<file path="src/rtl/booth_pkg.sv">
// Shared types and constants for the sequential radix-2 Booth multiplier.
package booth_pkg;

    // Controller states: waiting for operands, iterating, holding a result.
    typedef enum logic [1:0] {
        IDLE = 2'd0,
        RUN  = 2'd1,
        DONE = 2'd2
    } state_e;

    // Legal operand width range.
    localparam int unsigned WIDTH_MIN = 2;
    localparam int unsigned WIDTH_MAX = 32;

    // Bits needed to hold an iteration count from 0 up to w inclusive.
    function automatic int unsigned cnt_width(input int unsigned w);
        return $clog2(w + 1);
    endfunction

endpackage

</file>
<file path="src/rtl/booth_seq_mult_ripple_adder.sv">
// N-bit ripple-carry adder built from a chain of full-adder cells; combinational.
module ripple_adder #(
    parameter int unsigned N = 9
) (
    input  logic [N-1:0] x,
    input  logic [N-1:0] y,
    input  logic         cin,
    output logic [N-1:0] sum,
    output logic         cout
);

    logic [N:0] c;

    assign c[0] = cin;

    for (genvar i = 0; i < N; i++) begin : g_fa
        assign sum[i]   = x[i] ^ y[i] ^ c[i];
        assign c[i + 1] = (x[i] & y[i]) | (c[i] & (x[i] ^ y[i]));
    end

    assign cout = c[N];

endmodule

</file>
<file path="src/rtl/booth_seq_mult.sv">
// Multi-cycle signed multiplier using radix-2 Booth recoding with one shared
// ripple adder and valid/ready handshakes on input and output.
module booth_seq_mult
    import booth_pkg::*;
#(
    parameter int unsigned WIDTH = 8
) (
    input  logic                 clk,
    input  logic                 rst_n,
    input  logic                 in_valid,
    output logic                 in_ready,
    input  logic [WIDTH-1:0]     a,
    input  logic [WIDTH-1:0]     b,
    output logic                 out_valid,
    input  logic                 out_ready,
    output logic [2*WIDTH-1:0]   product,
    output logic                 busy
);

    localparam int unsigned CW = cnt_width(WIDTH);
    localparam int unsigned AW = WIDTH + 1;

    if (WIDTH < WIDTH_MIN || WIDTH > WIDTH_MAX) begin : g_width_check
        $error("booth_seq_mult: WIDTH must be within 2..32");
    end

    state_e             state_q, state_d;
    logic [AW-1:0]      acc_q, acc_d;
    logic [WIDTH-1:0]   q_q, q_d;
    logic [WIDTH-1:0]   m_q, m_d;
    logic               q1_q, q1_d;
    logic [CW-1:0]      cnt_q, cnt_d;
    logic [2*WIDTH-1:0] prod_q, prod_d;

    logic [AW-1:0]      m_sext;
    logic [AW-1:0]      add_y;
    logic               add_cin;
    logic [AW-1:0]      add_sum;
    logic               add_cout_unused;

    assign m_sext = {m_q[WIDTH-1], m_q};

    ripple_adder #(
        .N (AW)
    ) u_adder (
        .x    (acc_q),
        .y    (add_y),
        .cin  (add_cin),
        .sum  (add_sum),
        .cout (add_cout_unused)
    );

    // State and datapath registers, cleared asynchronously.
    always_ff @(posedge clk or negedge rst_n) begin
        if (!rst_n) begin
            state_q <= IDLE;
            acc_q   <= '0;
            q_q     <= '0;
            m_q     <= '0;
            q1_q    <= 1'b0;
            cnt_q   <= '0;
            prod_q  <= '0;
        end else begin
            state_q <= state_d;
            acc_q   <= acc_d;
            q_q     <= q_d;
            m_q     <= m_d;
            q1_q    <= q1_d;
            cnt_q   <= cnt_d;
            prod_q  <= prod_d;
        end
    end

    // Next-state logic: operand capture, one Booth step per RUN cycle, result hand-off.
    always_comb begin
        state_d = state_q;
        acc_d   = acc_q;
        q_d     = q_q;
        m_d     = m_q;
        q1_d    = q1_q;
        cnt_d   = cnt_q;
        prod_d  = prod_q;
        add_y   = '0;
        add_cin = 1'b0;

        case (state_q)
            IDLE: begin
                if (in_valid) begin
                    m_d     = a;
                    acc_d   = '0;
                    q_d     = b;
                    q1_d    = 1'b0;
                    cnt_d   = CW'(WIDTH);
                    state_d = RUN;
                end
            end
            RUN: begin
                // Subtraction reuses the adder as acc + ~m + 1 via the carry-in.
                case ({q_q[0], q1_q})
                    2'b01: add_y = m_sext;
                    2'b10: begin
                        add_y   = ~m_sext;
                        add_cin = 1'b1;
                    end
                    default: ;
                endcase
                acc_d = {add_sum[AW-1], add_sum[AW-1:1]};
                q_d   = {add_sum[0], q_q[WIDTH-1:1]};
                q1_d  = q_q[0];
                cnt_d = cnt_q - CW'(1);
                if (cnt_q == CW'(1)) begin
                    state_d = DONE;
                    prod_d  = {acc_d[WIDTH-1:0], q_d};
                end
            end
            DONE: begin
                if (out_ready) begin
                    state_d = IDLE;
                end
            end
            default: state_d = IDLE;
        endcase
    end

    assign in_ready  = (state_q == IDLE);
    assign out_valid = (state_q == DONE);
    assign busy      = (state_q != IDLE);
    assign product   = prod_q;

endmodule

</file>
<file path="config.mk">
export PLATFORM = sky130hd
export DESIGN_NAME = booth_seq_mult
export DESIGN_NICKNAME = d
export VERILOG_FILES = /design/src/rtl/booth_pkg.sv /design/src/rtl/booth_seq_mult_ripple_adder.sv /design/src/rtl/booth_seq_mult.sv
export SDC_FILE = /design/constraint.sdc
export NUM_CORES = 1
export LEC_CHECK = 0
export ABC_AREA = 0
export CAP_MARGIN = 25
export CORE_MARGIN = 4
export CORE_UTILIZATION = 30
export CTS_CLUSTER_DIAMETER = 120
export DETAILED_ROUTE_END_ITERATION = 6
export MAX_ROUTING_LAYER = met4
export SYNTH_ARGS = -nofsm -noshare
export SYNTH_HDL_FRONTEND = slang
export SYNTH_SLANG_ARGS = --single-unit
export TNS_END_PERCENT = 100
</file>
<file path="constraint.sdc">
create_clock -name clk -period 4.5 [get_ports clk]
set_clock_uncertainty 0.05 [all_clocks]
set_input_delay 0.9 -clock clk [delete_from_list [all_inputs] [get_ports clk]]
set_output_delay 0.9 -clock clk [all_outputs]
set_load 0.02 [all_outputs]
</file>
==> impl_metrics.py <==
metrics = {
    "outcome": {
        "status": "complete, no violations",
    },
    "synthesis": {
        "yosys-top-cells-area": "dfrtp_1, mux2_2, fa_1, nand2_1, mux2_4",
        "async_reset_ff_frac": 1.00,
        "syn_nets": 221,
        "yosysSeqAreaShare": 0.518,
        "yosysTopAreaCellShare": 0.518,
        "ys.warnings.count": 0,
        "syn_area_sq_um": 2270,
        "synthMuxAreaShare": 0.166,
        "dominantRegCellSynth": "dfrtp_1",
        "ys_ff_latch": 47,
        "syn_inst": 190,
        "synth_xor_area_frac": 0,
        "yosys.cell_types.count": 31,
        "synthAdderAreaFrac": 0.0904,
        "synthSimpleGateAreaFrac": 0.112,
        "yosysTopAreaCell": "dfrtp_1",
        "synth_edf_count": 0,
        "avgSynthCellArea_sq_um": 11.9,
        "synth_top_family_by_area": "multiplexers",
        "synth_compound_area_frac": 0.0711,
    },
    "timing": {
        "tightest_slew_ps": 719,
        "hold_viol": 0,
        "fmax_ghz": 0.233,
        "fin_ws_ps": 201,
        "setup_tns_ps": 0,
        "setup-violations-final": 0,
        "drv_slew": 0,
        "grt_setup_unrepaired": "false",
        "min_period_ps": 4300,
        "relSlewSlack": 0.520,
        "finalCritPeriodShare": 0.955,
    },
    "setup_path": {
        "r2r_slack_ps": 200,
        "r2r_cells": 13,
        "cp_data_arrival_time_ps": 4440,
        "crit_path_start_kind": "register",
        "worstSetupPathType": "register to register",
        "crit_required_ps": 4640,
        "cp-end-kind": "register",
        "reg2reg_from": "q_q[0]$_DFFE_PN0P_",
        "critical_path.max_fanout": 4,
        "rr_endpoint": "product[14]$_DFFE_PN0P_",
    },
    "floorplanning": {
        "dieWidth_um": 95.0,
        "fp.dieH_um": 95.0,
        "io-pin-count": 39,
        "core-area_sq_um": 7290,
        "die-area_sq_um": 9020,
        "row_count": 31,
        "start_util": 0.311,
    },
    "clock_tree": {
        "root_buffer": "clkbuf_8",
        "cts_buffer_depth": 2,
        "htree_levels": 2,
        "numCtsBuffers": 5,
        "cts_num_sinks": 47,
        "clock_latency_ps": 300,
        "hold_buffers": 0,
        "cts_tree": "built",
        "clk_pin_slew_ps": 90,
    },
    "global_routing": {
        "grt_usage": 0.112,
        "antenna_found_initial": 0,
        "grt_pass1_wl_um": 7620,
        "grt_overflow": 0,
        "grt_pass1_vias": 1518,
        "grt_start_max_net_pins": 34,
    },
    "routing": {
        "detail-route-antenna-nets": 0,
        "drtIter0Drc": 29,
        "drc_errors": 0,
        "wl_per_cell_um": 14.2,
        "wl_um": 4710,
        "drt-pass1-iter-count": 4,
        "vias_per_cell": 4.42,
        "vias": 1468,
    },
    "cells_and_area": {
        "fin_area_sq_um": 2920,
        "antenna_cells": 0,
        "area_growth_pct": 28.8,
        "layout.nets": 263,
        "n_fill_cell": 738,
        "post-route-util": 0.401,
        "mostFrequentLayoutCell": "dfrtp_1",
        "most-common-layout-cells": "dfrtp_1, clkdlybuf4s50_1, nand2_1",
        "drive_above_1_share": 0.202,
    },
    "power": {
        "leakagePower_nw": 1.34,
        "p_total_w": 0.00218,
        "vdd_drop_max_mv": 0.330,
        "p_per_area_nw_per_um2": 746,
    },
    "placement": {
        "placed_area_sq_um": 2780,
        "dp_hpwl_um": 3410,
        "port-buffer-count": 38,
        "pre_cts_ws_ps": 39.9,
        "gp_congestion": 0.759,
    },
    "min_path": {
        "min_path_type": "primary input to async pin",
    },
    "job": {
        "drv_cap": 0,
    },
}
==> how the worst max path moves through the flow <==
stage | from | endpoint | slack [ps]
floorplan | q_q[0]$_DFFE_PN0P_ | product[14]$_DFFE_PN0P_ | 100
global placement | q_q[0]$_DFFE_PN0P_ | product[14]$_DFFE_PN0P_ | 170
detailed placement | q_q[0]$_DFFE_PN0P_ | product[14]$_DFFE_PN0P_ | 40
CTS | q_q[0]$_DFFE_PN0P_ | product[14]$_DFFE_PN0P_ | 20
global route | q_q[0]$_DFFE_PN0P_ | product[14]$_DFFE_PN0P_ | 50
finish | q_q[0]$_DFFE_PN0P_ | product[14]$_DFFE_PN0P_ | 200
==> stage by stage <==
stage | hold WS, ps | cells
6_report | 448 | 332
5_1_grt | 463 | 332
4_1_cts | 454 | 331
3_5_place_dp | 441 | 323
3_3_place_gp | 441 | 322
2_1_floorplan | 414 | 190
==> power by group <==
| group | internal [W] | switching (W) | total, W |
|---|---|---|---|
| sequential | 0.000625 | 0.000142 | 0.000767 |
| clock | 0.000222 | 0.000143 | 0.000365 |
| combinational | 0.000525 | 0.000525 | 0.00105 |
| total | 0.00137 | 0.000810 | 0.00218 |
==> cells in the mapped netlist (all sizes together) (5+ instances only) <==
| library cell | count |
|---|---|
| dfrtp | 47 |
| nand2 | 36 |
| fa | 9 |
| o21ai | 10 |
| mux2 | 24 |
| nor2 | 7 |
| a22oi | 7 |
| inv | 9 |
| buf | 6 |
| mux2i | 8 |
| clkbuf | 5 |
==> logic make-up after synthesis <==
| logic type | after synthesis |
|---|---|
| AND/OR/NAND/NOR | 55 |
| adder cells (fa/ha/maj) | 11 |
| flip-flops | 47 |
| buffers and inverters | 20 |
| AO/OA/AOI/OAI | 25 |
| multiplexers | 32 |
==> timing repair <==
| action | 4_1_cts | 5_1_grt |
|---|---|---|
| setup endpoints to repair | 0 | 2 |
| setup buffers | 0 | 1 |
| gates resized for setup | 0 | 3 |
==> state kept, by name (all words and copies together) (netlist names) <==
name     flops
state_q      2
m_q          8
cnt_q        4
q_q          8
q1_q         1
acc_q        8
product     16
==> area by class of cell <==
cell class / instances / area, sq um / share of cell area
inverters: 9 / 33.8 / 0.0116
repair buffers: 46 / 448 / 0.153
flip-flops and latches: 47 / 1180 / 0.402
well taps: 99 / 124 / 0.0424
clock inverters: 2 / 60.1 / 0.0205
multi-input cells: 123 / 1010 / 0.345
clock buffers: 6 / 72.6 / 0.0248
==> metal layers <==
layer	GRT usage	vias to the layer above	part of all wire
met1	0.142	715	0.46
met3	0.0223	8	0.036
met5	-	-	0
met4	0.0300	0	0.011
li1	-	716	-
met2	0.183	29	0.49
==> worst max-delay path, stage by stage, from the launching register on <==
cell and delay (ps):
dfrtp_1 410, nor2b_1 150, mux2_2 250, nand2_1 100, fa_1 180, inv_1 50, fa_1 400, fa_1 400
fa_1 390, fa_2 360, fa_2 350, fa_2 370, fa_1 460, mux2_4 280
Power figures use the tool's default switching activity.
